`config.mk`:
```
export PLATFORM = sky130hd
export DESIGN_NAME = any1_issue_ctrl
export DESIGN_NICKNAME = d
export VERILOG_FILES = /design/src/rtl/any1_issue_ctrl.sv
export SDC_FILE = /design/constraint.sdc
export NUM_CORES = 1
export LEC_CHECK = 0
export CAP_MARGIN = 20
export CORE_MARGIN = 2
export CORE_UTILIZATION = 58
export CTS_CLUSTER_DIAMETER = 30
export CTS_CLUSTER_SIZE = 30
export DETAILED_ROUTE_END_ITERATION = 16
export DONT_BUFFER_PORTS = 1
export PLACE_DENSITY_LB_ADDON = 0.08
export SLEW_MARGIN = 5
export SYNTH_ARGS = -nofsm -noshare
export SYNTH_HDL_FRONTEND = slang
export SYNTH_SLANG_ARGS = --single-unit
```
`constraint.sdc`:
```
create_clock -name clk_i -period 3.4 [get_ports clk_i]
set_input_delay 0.68 -clock clk_i [delete_from_list [all_inputs] [get_ports clk_i]]
set_output_delay 0.68 -clock clk_i [all_outputs]
set_load 0.005 [all_outputs]
```
`src/rtl/any1_issue_ctrl.sv`:
```
// any1_issue_ctrl: two-entry decode-to-issue queue with a register scoreboard,
// a single-slot multicycle-unit tracker and a hazard stall counter.
module any1_issue_ctrl #(
  parameter int unsigned DEPTH = 2
) (
  input  logic        rst_i,
  input  logic        clk_i,
  // decode side
  input  logic        dec_valid_i,
  output logic        dec_ready_o,
  input  logic [5:0]  dec_ra_i,
  input  logic [5:0]  dec_rb_i,
  input  logic [5:0]  dec_rt_i,
  input  logic        dec_rfwr_i,
  input  logic        dec_mc_i,
  input  logic [5:0]  dec_rid_i,
  // issue side
  output logic        iss_valid_o,
  input  logic        iss_ready_i,
  output logic [5:0]  iss_ra_o,
  output logic [5:0]  iss_rb_o,
  output logic [5:0]  iss_rt_o,
  output logic [5:0]  iss_rid_o,
  output logic        iss_rfwr_o,
  output logic        iss_mc_o,
  // writeback / multicycle completion
  input  logic        wb_valid_i,
  input  logic [5:0]  wb_rt_i,
  input  logic        mc_done_i,
  input  logic        flush_i,
  // status
  output logic        mc_busy_o,
  output logic [15:0] stall_cnt_o
);

  typedef struct packed {
    logic [5:0] ra;
    logic [5:0] rb;
    logic [5:0] rt;
    logic [5:0] rid;
    logic       rfwr;
    logic       mc;
  } entry_t;

  typedef enum logic {
    MC_IDLE,
    MC_BUSY
  } mc_state_e;

  // queue state
  entry_t     entry_q [DEPTH];
  logic [1:0] count_q, count_d;
  logic       rd_ptr_q, rd_ptr_d;
  logic       wr_ptr_q, wr_ptr_d;

  // scoreboard, multicycle tracker, stall counter
  logic [63:0] sb_q, sb_d;
  mc_state_e   mc_state_q, mc_state_d;
  logic [15:0] stall_cnt_q, stall_cnt_d;

  // combinational helpers
  entry_t head;
  logic   not_empty;
  logic   hazard;
  logic   mc_busy;
  logic   dec_ready;
  logic   iss_valid;
  logic   enq;
  logic   deq;

  // head selection, hazard detection and handshake qualification
  always_comb begin
    head      = entry_q[rd_ptr_q];
    mc_busy   = (mc_state_q == MC_BUSY);
    not_empty = (count_q != 2'd0);
    hazard    = sb_q[head.ra] | sb_q[head.rb] | (head.rfwr & sb_q[head.rt]) |
                (head.mc & mc_busy);
    dec_ready = (count_q < 2'(DEPTH)) & ~flush_i;
    iss_valid = not_empty & ~hazard & ~flush_i;
    enq       = dec_valid_i & dec_ready;
    deq       = iss_valid & iss_ready_i;
  end

  // output drive; head fields are masked while the queue is empty
  always_comb begin
    dec_ready_o = dec_ready;
    iss_valid_o = iss_valid;
    mc_busy_o   = mc_busy;
    stall_cnt_o = stall_cnt_q;
    iss_ra_o    = '0;
    iss_rb_o    = '0;
    iss_rt_o    = '0;
    iss_rid_o   = '0;
    iss_rfwr_o  = 1'b0;
    iss_mc_o    = 1'b0;
    if (not_empty) begin
      iss_ra_o   = head.ra;
      iss_rb_o   = head.rb;
      iss_rt_o   = head.rt;
      iss_rid_o  = head.rid;
      iss_rfwr_o = head.rfwr;
      iss_mc_o   = head.mc;
    end
  end

  // queue occupancy and pointer update
  always_comb begin
    count_d  = count_q;
    rd_ptr_d = rd_ptr_q;
    wr_ptr_d = wr_ptr_q;
    if (flush_i) begin
      // pointers realign with the empty count so a later single entry
      // lands at the head slot
      count_d  = '0;
      rd_ptr_d = 1'b0;
      wr_ptr_d = 1'b0;
    end else begin
      if (enq) wr_ptr_d = ~wr_ptr_q;
      if (deq) rd_ptr_d = ~rd_ptr_q;
      case ({enq, deq})
        2'b10:   count_d = count_q + 2'd1;
        2'b01:   count_d = count_q - 2'd1;
        default: count_d = count_q;
      endcase
    end
  end

  // scoreboard: writeback clears first, so an issue to the same register wins
  always_comb begin
    sb_d = sb_q;
    if (wb_valid_i && (wb_rt_i != 6'd0)) sb_d[wb_rt_i] = 1'b0;
    if (deq && head.rfwr && (head.rt != 6'd0)) sb_d[head.rt] = 1'b1;
    sb_d[0] = 1'b0;
  end

  // multicycle unit tracker next state
  always_comb begin
    mc_state_d = mc_state_q;
    case (mc_state_q)
      MC_IDLE: if (deq && head.mc) mc_state_d = MC_BUSY;
      MC_BUSY: if (mc_done_i)      mc_state_d = MC_IDLE;
      default:                     mc_state_d = MC_IDLE;
    endcase
  end

  // saturating count of cycles the head is held back by a hazard
  always_comb begin
    stall_cnt_d = stall_cnt_q;
    if (not_empty && hazard && !flush_i && (stall_cnt_q != 16'hFFFF))
      stall_cnt_d = stall_cnt_q + 16'd1;
  end

  // control state registers
  always_ff @(posedge clk_i or posedge rst_i) begin
    if (rst_i) begin
      count_q     <= '0;
      rd_ptr_q    <= 1'b0;
      wr_ptr_q    <= 1'b0;
      sb_q        <= '0;
      mc_state_q  <= MC_IDLE;
      stall_cnt_q <= '0;
    end else begin
      count_q     <= count_d;
      rd_ptr_q    <= rd_ptr_d;
      wr_ptr_q    <= wr_ptr_d;
      sb_q        <= sb_d;
      mc_state_q  <= mc_state_d;
      stall_cnt_q <= stall_cnt_d;
    end
  end

  // queue entry storage, written on enqueue only and never reset
  always_ff @(posedge clk_i) begin
    if (enq) begin
      entry_q[wr_ptr_q] <= '{ra:   dec_ra_i,
                             rb:   dec_rb_i,
                             rt:   dec_rt_i,
                             rid:  dec_rid_i,
                             rfwr: dec_rfwr_i,
                             mc:   dec_mc_i};
    end
  end

endmodule

```
==> results of run 1 <==
==> logic make-up after synthesis <==
family | Yosys count
AOI/OAI and AO/OA | 314
xor gates and xnor gates | 17
DFF | 136
buffers and inverters | 74
adders and majority gates | 1
muxes | 55
and+or+nand+nor | 270
==> power groups by stage <==
stage,Combinational [µW],Sequential [µW],Clock (µW)
final,824,1880,1830
after global routing,886,1890,1900
after CTS,790,1880,1830
after detailed placement,747,1910,0
after global placement,734,1910,0
after floorplan,534,1870,0
==> worst min path at each step <==
stage,to,slack (ps),depth (start not counted)
after floorplan,stall_cnt_o[12],480,1
after global placement,stall_cnt_o[4],510,1
after detailed placement,stall_cnt_o[10],510,1
after CTS,sb_q[11],270,1
after global routing,stall_cnt_o[0],300,1
final,stall_cnt_o[1],260,1
==> metal layers <==
metal | wire (µm) | global-route usage
met1 | 10390 | 0.4812
met2 | 12800 | 0.5855
met3 | 2855 | 0.08929
met4 | 1953 | 0.2308
met5 | 0 | 0
==> timing repair <==
item | in CTS | in global routing
resized for setup | 30 | 14
setup buffers | 1 | 2
cloned | 2 | 0
pin swaps | 4 | 0
setup endpoints to repair | 5 | 71
==> cells in the final DEF, fill, tap and decap left out, types with 4 or more instances in the layout <==
cell type  instances
mux2i_1           31
nor2_1            51
nand2_1           77
o22ai_1           14
nand3_1           38
nand2b_1          28
o21ai_0           88
and3_1             7
inv_1             24
a22oi_2            4
a21oi_1           46
a211oi_1          18
a32oi_1            5
clkbuf_16         17
o31ai_1           65
nor4_1             6
nor2b_1            9
o211ai_1          15
buf_4             63
nor3_1            19
edfxtp_1          52
mux2_2             4
mux4_2            14
nor2_2             6
xor2_1            14
nand4_1            4
and2_1             4
dfrtp_1           83
inv_6              4
a22oi_1           14
a31oi_1            4
==> stage by stage <==
step	instances	setup TNS [ps]
floorplan	867	0
global placement	1066	0
detailed placement	1066	-24.29
CTS	1100	-274.2
global route	1102	-3670
finish	1102	-309.1
==> area by class of cell <==
| class | count | area [µm²] | area share |
|---|---|---|---|
| Tap cell | 180 | 225.2 | 0.02342 |
| Inverter | 27 | 105.1 | 0.01093 |
| Clock inverter | 12 | 141.4 | 0.01470 |
| Multi-Input combinational cell | 657 | 4417 | 0.4593 |
| Timing Repair Buffer | 70 | 624.3 | 0.06492 |
| Sequential cell | 136 | 3667 | 0.3813 |
| Clock buffer | 20 | 436.7 | 0.04541 |
==> critical path: stages, from the launching register on <==
cell and delay, ps:
dfrtp_4 540, buf_4 170, buf_12 150, mux2_4 370, buf_4 170, o221a_2 260, a22oi_1 180, nand4_1 150
o211ai_1 140, buf_4 150, and3_4 200, nand2_4 60, inv_2 60
==> registers in the layout, indices dropped and copies added (netlist names) <==
signal and flops:
sb_q 63, entry_q 52, stall_cnt_o 16, count_q 2
mc_busy_o 1, rd_ptr_q 1, wr_ptr_q 1
==> reports/results.tsv, run 1 <==
stage	metric	value	unit
outcome	status	finished, violations left	
outcome	failed_checks	negative setup slack	
power_and_ir_drop	intPower	3196	µW
yosys	synth_area_leaders	dfrtp_1 (25%), edfxtp_1 (19%), o31ai_1 (6.1%)	
worst_setup_path	r2r_start	rd_ptr_q	
power_and_ir_drop	p_leak	0.003646	µW
drt	via_count	7902	
timing	setup_violations	1	
timing	hold_viol_final	0	
clock_tree	clock_latency	420	ps
grt	track_usage	0.3779	
grt	antenna_found_initial	0	
yosys	ys_ff_latch	136	
timing	max_clock_freq	269.6	MHz
yosys	netlist_instances	867	
timing	drv_slew	0	
clock_tree	cts.sinks	136	
floorplanning	start_util	0.5964	
timing	max_slew_margin	0.3719	
clock_tree	cts.clk_slew.worst_paths	60	ps
floorplanning	dieHeight	123.7	µm
clock_tree	cts_tree	done	
timing	worst_pin_slew	915.9	ps
timing	setup_slack	-309.1	ps
job	cap_violations	0	
worst_setup_path	required	2720	ps
worst_setup_path	end_kind	output pin	
drt	viasPerCell	7.171	
drt	wirelength	28.00	mm
worst_setup_path	startpoint	rd_ptr_q	
grt	grt_first_pass_wirelength	42.64	mm
power_and_ir_drop	pwr-share-seq	0.416	
clock_tree	cts_root_buf	clkbuf_16	
layout	area_growth	15.72	%
grt	grt_start_max_net_pins	57	
placed_design	portBuffers	0	
grt	grt_overflow_total	0	
yosys	netlist_area	8310	µm²
drt	ant_nets	0	
placed_design	dpl-instance-area	8806	µm²
yosys	synth_top_family_by_area	compound AO/OA/AOI/OAI gates	
power_and_ir_drop	power.net_switching	1337	µW
power_and_ir_drop	p_per_area	471.4	nW/µm²
power_and_ir_drop	p_total	4533	µW
yosys	ys_warn_count	0	
worst_setup_path	worstPathArrival	3030	ps
placed_design	dp.final_hpwl	20.44	mm
yosys	synth_xor_area_frac	0.01792	
power_and_ir_drop	p_sw_frac	0.2949	
layout	utilization	0.6901	
yosys	seq_area_frac_synth	0.4408	
power_and_ir_drop	p_clk_frac	0.403	
clock_tree	numCtsBuffers	17	
yosys	synth-simple-area-share	0.1575	
drt	drc	0	
layout	fillCellCount	1049	
clock_tree	cts-htree-levels	4	
floorplanning	die_w	123.7	µm
placed_design	gp_congestion	1.024	
yosys	synthAdderAreaFrac	0.001506	
yosys	synth_top_area_share	0.2529	
yosys	yosysUniqueCellTypes	71	
yosys	syn_avg_cell_area	9.585	µm²
layout	antenna_cells	0	
power_and_ir_drop	ir_drop	0.3806	mV
floorplanning	ioPinCount	84	
layout	drive_gt1_frac	0.1681	
drt	post_drt_wl_per_cell	25.41	µm
yosys	synthTopCellsByCount	o21ai_0 (91), dfrtp_1 (84), nand2_1 (77)	
worst_setup_path	startpoint_type	flip-flop	
hold_path	min_path_type	input port to asynchronous set/reset pin	
floorplanning	coreArea	13930	µm²
power_and_ir_drop	pwr-share-comb	0.182	
timing	hold_ws	259.9	ps
yosys	synth_compound_area_frac	0.2471	
grt	grt_pass1_vias	7550	
clock_tree	cts_buffer_depth	2	
yosys	synth.mux.area_fraction	0.09064	
floorplanning	dieArea	15300	µm²
timing	rsz0062_at_grt	yes	
yosys	synth-edff-count	52	
yosys	yosysMostFrequentCell	o21ai_0	
yosys	yosysTopAreaCell	dfrtp_1	
drt	dr.pass1.iters	10	
timing	post-route-period-util	1.091	
yosys	synthArstFlopShare	0.6176	
timing	finalClockSkew	7.396	ps
layout	final_area	9617	µm²
yosys	synthFlopType	dfrtp_1	
yosys	syn_nets	907	
clock_tree	cts_hold_buf	0	
timing	fin_crit	3709	ps
floorplanning	rows	43	
worst_setup_path	reg2regPathDepth	14	
worst_setup_path	reg2reg_to	sb_q[60]	
worst_setup_path	cp_max_fo	29	
worst_setup_path	path_class	flip-flop to output pin	
placed_design	pre_cts_ws	-24.29	ps
worst_setup_path	r2r_setup_slack	50	ps
worst_setup_path	crit_path_end	iss_valid_o	
layout	nets	949	
drt	drt_iter0_drc	999	
Power figures use the tool's default switching activity.
==> run 2: changes to the inputs <==
--- a/config.mk
+++ b/config.mk
@@ -8,6 +8,7 @@
 export CAP_MARGIN = 20
 export CORE_MARGIN = 2
 export CORE_UTILIZATION = 58
+export CTS_BUF_LIST = sky130_fd_sc_hd__clkbuf_16
 export CTS_CLUSTER_DIAMETER = 30
 export CTS_CLUSTER_SIZE = 30
 export DETAILED_ROUTE_END_ITERATION = 16
==> reports/results.tsv, run 2 (same netlist as run 1, synthesis figures left out) <==
stage	metric	value	unit	change
outcome	status	finished, violations left		
outcome	failed_checks	negative setup slack		
placed_design	dp.cells	1066		unchanged
clock_tree	cts_tree	done		
power_and_ir_drop	p_total	4530	µW	about the same
drt	post_drt_wl_per_cell	25.48	µm	+0.25%
timing	setup_slack	-325.1	ps	-16.03 ps
layout	nets	949		unchanged
timing	fin_crit	3725	ps	+16.03 ps
floorplanning	start_util	0.5964		unchanged
drt	ant_nets	0		unchanged
placed_design	portBuffers	0		unchanged
worst_setup_path	r2r_start	rd_ptr_q		
job	cap_violations	0		unchanged
layout	area_growth	15.72	%	unchanged
grt	track_usage	0.3779		unchanged
worst_setup_path	r2r_setup_slack	30	ps	-20 ps
timing	setup_violations	1		unchanged
floorplanning	dieHeight	123.7	µm	unchanged
clock_tree	cts.sinks	136		unchanged
power_and_ir_drop	power.net_switching	1343	µW	+0.46%
floorplanning	coreArea	13930	µm²	unchanged
power_and_ir_drop	p_sw_frac	0.2965		+0.001560
power_and_ir_drop	p_leak	0.003659	µW	+0.34%
hold_path	min_path_type	input port to asynchronous set/reset pin		
worst_setup_path	crit_slowest_cell	dfrtp_4		
timing	worst_pin_slew	903.1	ps	-12.75 ps
worst_setup_path	crit_chain	buf_4 -> buf_12 -> mux2_4 -> buf_4 -> o221a_2 -> a22oi_1 -> nand4_1 -> o211ai_1 -> buf_4 -> and3_4 -> nand2_4 -> inv_2		
grt	antenna_found_initial	0		unchanged
worst_setup_path	startpoint_type	flip-flop		
layout	fillCellCount	1049		unchanged
worst_setup_path	critPathBufInv	5		unchanged
power_and_ir_drop	pwr-share-comb	0.182		about the same
layout	largest_reg_flops	63		unchanged
timing	post-route-period-util	1.096		+0.004715
worst_setup_path	cp_max_fo	29		unchanged
grt	grt_pass1_vias	7550		unchanged
worst_setup_path	worstPathArrival	3050	ps	+20 ps
layout	utilization	0.6901		unchanged
timing	tns	-325.1	ps	-16.03 ps
layout	final_cell_mix	o21ai_0 (88), dfrtp_1 (83), nand2_1 (77)		
drt	viasPerCell	7.206		+0.49%
worst_setup_path	required	2720	ps	about the same
layout	final-instance-count-excl-fill	1102		unchanged
layout	layout_commonest_cell	o21ai_0		
layout	multiInputGateArea	4417	µm²	unchanged
power_and_ir_drop	p_clk_frac	0.402		about the same
drt	via_count	7941		+0.49%
worst_setup_path	path_class	flip-flop to output pin		
clock_tree	cts_root_buf	clkbuf_16		
timing	hold_viol_final	0		unchanged
layout	drive_gt1_frac	0.1681		unchanged
floorplanning	rows	43		unchanged
timing	rsz0062_at_grt	yes		
timing	max_slew_margin	0.3807		+0.008740
layout	final-seq-area	3667	µm²	unchanged
clock_tree	cts_buffer_depth	2		unchanged
power_and_ir_drop	intPower	3187	µW	-0.29%
drt	dr.pass1.iters	6		-4
power_and_ir_drop	pwr-share-seq	0.416		about the same
timing	finalClockSkew	10.93	ps	+3.534 ps
placed_design	gp_congestion	1.024		unchanged
drt	wirelength	28.08	mm	+0.25%
grt	grt_overflow_total	0		unchanged
power_and_ir_drop	p_per_area	471.0	nW/µm²	about the same
drt	drc	0		unchanged
timing	drv_slew	0		unchanged
floorplanning	dieArea	15300	µm²	unchanged
worst_setup_path	reg2reg_to	sb_q[60]		
worst_setup_path	end_kind	output pin		
timing	max_clock_freq	268.4	MHz	-0.43%
clock_tree	cts.clk_slew.worst_paths	60	ps	about the same
clock_tree	cts_hold_buf	0		unchanged
drt	drt_iter0_drc	999		unchanged
placed_design	dp.final_hpwl	20.44	mm	unchanged
worst_setup_path	reg2regPathDepth	13		-1
floorplanning	ioPinCount	84		unchanged
floorplanning	die_w	123.7	µm	unchanged
layout	regMostFlops	sb_q		
clock_tree	numCtsBuffers	17		unchanged
grt	grt_start_max_net_pins	57		unchanged
worst_setup_path	crit_family	buffers and inverters		
layout	antenna_cells	0		unchanged
clock_tree	clock_latency	430	ps	about the same
grt	grt_first_pass_wirelength	42.64	mm	unchanged
worst_setup_path	max_stage_delay	540	ps	about the same
worst_setup_path	cpMostUsedCell	buf_4		
clock_tree	cts-htree-levels	4		unchanged
power_and_ir_drop	ir_drop	0.3803	mV	about the same
run 2: per-stage QoR:
stage               setup WS (ps)  hold slack (ps)  instance area [µm²]
floorplan                   5.265            477.4                 8319
finish                     -325.1            249.2                 9617
CTS                        -274.2            268.0                 9552
global route               -456.5            298.4                 9617
global placement            69.55            507.8                 8806
detailed placement         -24.29            510.7                 8806
run 2: area by class of cell:
cell class / instances / share of cell area
multi-input cells: 657 / 0.4593
flip-flops and latches: 136 / 0.3813
repair buffers: 70 / 0.06492
clock buffers: 17 / 0.04424
well taps: 180 / 0.02342
clock inverters: 15 / 0.01587
inverters: 27 / 0.01093
run 2: power groups by stage:
stage / clock network (µW) / logic (µW) / registers (µW)
after floorplan: 0 / 534 / 1870
after global placement: 0 / 734 / 1910
after detailed placement: 0 / 747 / 1910
after CTS: 1820 / 790 / 1880
after global routing: 1900 / 886 / 1890
final: 1820 / 823 / 1880
run 2: layer usage:
layer,track usage,up-vias,share of wire
met2,0.5855,592,0.46
met3,0.08929,141,0.10
met1,0.4812,3797,0.37
met5,0,-,0
met4,0.2308,0,0.068
li1,-,3411,-
run 2: what timing repair did:
action	in CTS	in global routing
setup endpoints to repair	5	71
hold endpoints to repair	0	0
resized for setup	30	14
pin swaps	4	0
setup buffers	1	2
gates cloned	2	0
run 2: how the worst max path moves through the flow:
| stage | depth (start not counted) | start | end |
|---|---|---|---|
| after floorplan | 14 | rd_ptr_q | iss_valid_o |
| after global placement | 10 | rd_ptr_q | iss_valid_o |
| after detailed placement | 12 | rd_ptr_q | sb_q[32] |
| after CTS | 10 | rd_ptr_q | iss_valid_o |
| after global routing | 10 | rd_ptr_q | iss_valid_o |
| final | 12 | rd_ptr_q | iss_valid_o |
==> run 3: changes to the inputs <==
--- a/config.mk
+++ b/config.mk
@@ -13,7 +13,8 @@
 export CTS_CLUSTER_SIZE = 30
 export DETAILED_ROUTE_END_ITERATION = 16
 export DONT_BUFFER_PORTS = 1
-export PLACE_DENSITY_LB_ADDON = 0.08
+export PLACE_DENSITY = 0.73
+export SKIP_CTS_REPAIR_TIMING = 1
 export SLEW_MARGIN = 5
 export SYNTH_ARGS = -nofsm -noshare
 export SYNTH_HDL_FRONTEND = slang
==> reports/results.tsv, run 3 (same netlist as run 1, synthesis figures left out) <==
stage	metric	value	unit	change
floorplanning	dieHeight	123.7	µm	unchanged
outcome	failed_checks	negative setup slack		
worst_setup_path	critPathBufInv	5		unchanged
worst_setup_path	reg2regPathDepth	14		+1
layout	antenna_cells	0		unchanged
worst_setup_path	crit_slowest_cell	dfrtp_4		
worst_setup_path	cpMostUsedCell	buf_4		
layout	final_cell_mix	o21ai_0 (85), dfrtp_1 (83), nand2_1 (75)		
drt	wirelength	30.22	mm	+7.6%
worst_setup_path	worstPathArrival	3130	ps	+80 ps
layout	final_area	9918	µm²	+3.1%
floorplanning	dieArea	15300	µm²	unchanged
clock_tree	cts.clk_slew.worst_paths	60	ps	about the same
worst_setup_path	startpoint_type	flip-flop		
clock_tree	cts_buffer_depth	2		unchanged
layout	fillCellCount	1043		-0.57%
drt	via_count	8175		+2.9%
placed_design	dp.final_hpwl	20.65	mm	+1.0%
layout	area_growth	19.35	%	
clock_tree	cts.sinks	136		unchanged
power_and_ir_drop	ir_drop	0.5421	mV	+43%
timing	setup_violations	48		+47
timing	hold_viol_final	0		unchanged
outcome	status	finished, violations left		
worst_setup_path	r2r_start	rd_ptr_q		
timing	setup_slack	-407.9	ps	-82.80 ps
grt	antenna_found_initial	0		unchanged
timing	fin_crit	3808	ps	+82.80 ps
layout	drive_gt1_frac	0.1989		+0.03082
worst_setup_path	max_stage_delay	550	ps	about the same
timing	drv_slew	0		unchanged
timing	max_clock_freq	262.6	MHz	-2.2%
layout	largest_reg_flops	63		unchanged
clock_tree	cts_tree	done		
worst_setup_path	startpoint	rd_ptr_q		
clock_tree	cts-htree-levels	4		unchanged
grt	grt_first_pass_wirelength	43.78	mm	+2.7%
layout	final-instance-count-excl-fill	1115		+1.2%
clock_tree	numCtsBuffers	17		unchanged
timing	rsz0062_at_grt	yes		
power_and_ir_drop	p_leak	0.003786	µW	+3.5%
timing	worst_pin_slew	903.9	ps	+0.7566 ps
worst_setup_path	crit_path_end	iss_valid_o		
worst_setup_path	required	2720	ps	about the same
drt	dr.pass1.iters	7		+1
hold_path	min_path_type	input port to asynchronous set/reset pin		
grt	grt_pass1_vias	7808		+3.4%
placed_design	pre_cts_ws	-252.9	ps	-228.6 ps
layout	layout_commonest_cell	o21ai_0		
placed_design	dp.cells	1055		-1.0%
floorplanning	ioPinCount	84		unchanged
grt	track_usage	0.3911		+0.01321
worst_setup_path	path_depth	13		+1
grt	grt_start_max_net_pins	57		unchanged
timing	finalClockSkew	7.318	ps	-3.613 ps
timing	max_slew_margin	0.3967		+0.01602
layout	nets	962		+1.4%
floorplanning	start_util	0.5964		unchanged
worst_setup_path	path_class	flip-flop to output pin		
drt	viasPerCell	7.332		+1.7%
clock_tree	cts_root_buf	clkbuf_16		
worst_setup_path	reg2reg_to	sb_q[45]		
drt	post_drt_wl_per_cell	27.10	µm	+6.4%
worst_setup_path	crit_family	compound AO/OA/AOI/OAI gates		
floorplanning	coreArea	13930	µm²	unchanged
layout	regMostFlops	sb_q		
timing	post-route-period-util	1.120		+0.02435
floorplanning	rows	43		unchanged
power_and_ir_drop	p_per_area	476.8	nW/µm²	+1.2%
floorplanning	die_w	123.7	µm	unchanged
job	cap_violations	0		unchanged
placed_design	gp_congestion	1.015		-0.84%
drt	drt_iter0_drc	1150		+15%
placed_design	portBuffers	0		unchanged
placed_design	dpl-instance-area	8736	µm²	-0.80%
grt	grt_overflow_total	0		unchanged
worst_setup_path	cp_max_fo	7		-76%
worst_setup_path	end_kind	output pin		
drt	ant_nets	0		unchanged
drt	drc	0		unchanged
worst_setup_path	crit_chain	buf_4 -> clkbuf_16 -> buf_4 -> nand2b_1 -> buf_4 -> o22ai_1 -> o21ai_0 -> o2111ai_1 -> a21oi_2 -> o211ai_1 -> and3_4 -> nand2_4 -> inv_2		
worst_setup_path	r2r_setup_slack	-80	ps	-110 ps
clock_tree	clock_latency	430	ps	about the same
timing	tns	-1468	ps	-1143 ps
==> run 3: changes by cell type in the layout (fill, tap and decap cells not counted), sizes merged <==
| cell | change |
|---|---|
| buf | +10 |
| bufbuf | -2 |
| bufinv | +1 |
| clkbuf | +5 |
| clkinv | +2 |
| clkinvlp | +1 |
| inv | -4 |
==> run 3: power breakdown <==
group / internal (µW) / leakage [µW] / switching (µW)
Combinational: 347 / 0.00186 / 548
Sequential: 1780 / 0.00163 / 102
Clock: 1170 / 0.000290 / 780
Total: 3300 / 0.00379 / 1430
==> run 3: how the worst min path moves through the flow <==
stage                     from         endpoint  slack, ps
2_1_floorplan  stall_cnt_o[12]  stall_cnt_o[12]        480
5_1_grt                flush_i       count_q[1]        300
3_5_place_dp   stall_cnt_o[12]  stall_cnt_o[12]        520
4_1_cts                flush_i       count_q[1]        290
3_3_place_gp   stall_cnt_o[12]  stall_cnt_o[12]        510
6_report                 rst_i   stall_cnt_o[3]        290
==> run 3: per-layer routing <==
layer	track usage	wire, µm	part of all wire	up-vias
met2	0.5889	13560	0.45	671
met5	0	0	0	-
met1	0.4830	11110	0.37	3893
li1	-	-	-	3440
met4	0.2564	2139	0.071	0
met3	0.1259	3399	0.11	171
==> run 3: final cells by class <==
type	count	area [µm²]	share of cell area
Clock buffer	17	425.4	0.04289
Inverter	27	106.4	0.01072
Tap cell	180	225.2	0.02271
Timing Repair Buffer	83	775.7	0.07821
Clock inverter	15	188.9	0.01905
Sequential cell	136	3667	0.3697
Multi-Input combinational cell	657	4529	0.4567
==> run 3: metrics by stage <==
stage,util,total power [µW],hold WS (ps)
2_1_floorplan,-,2406,477.4
3_3_place_gp,0.6269,2628,507.0
3_5_place_dp,0.6269,2649,517.7
4_1_cts,0.6710,4579,293.9
5_1_grt,0.7118,4863,296.5
6_report,0.7118,4729,294.5
==> run 3: worst register-to-register path: stages, from the launching register on <==
cell and delay, ps:
dfrtp_4 550, buf_4 180, clkbuf_16 150, buf_4 150, nand2b_1 170, buf_4 170
o22ai_1 150, o21ai_0 150, o2111ai_1 160, a21oi_2 110, o211ai_1 350, and3_4 290
nand2_4 60, buf_4 310, o31ai_1 410
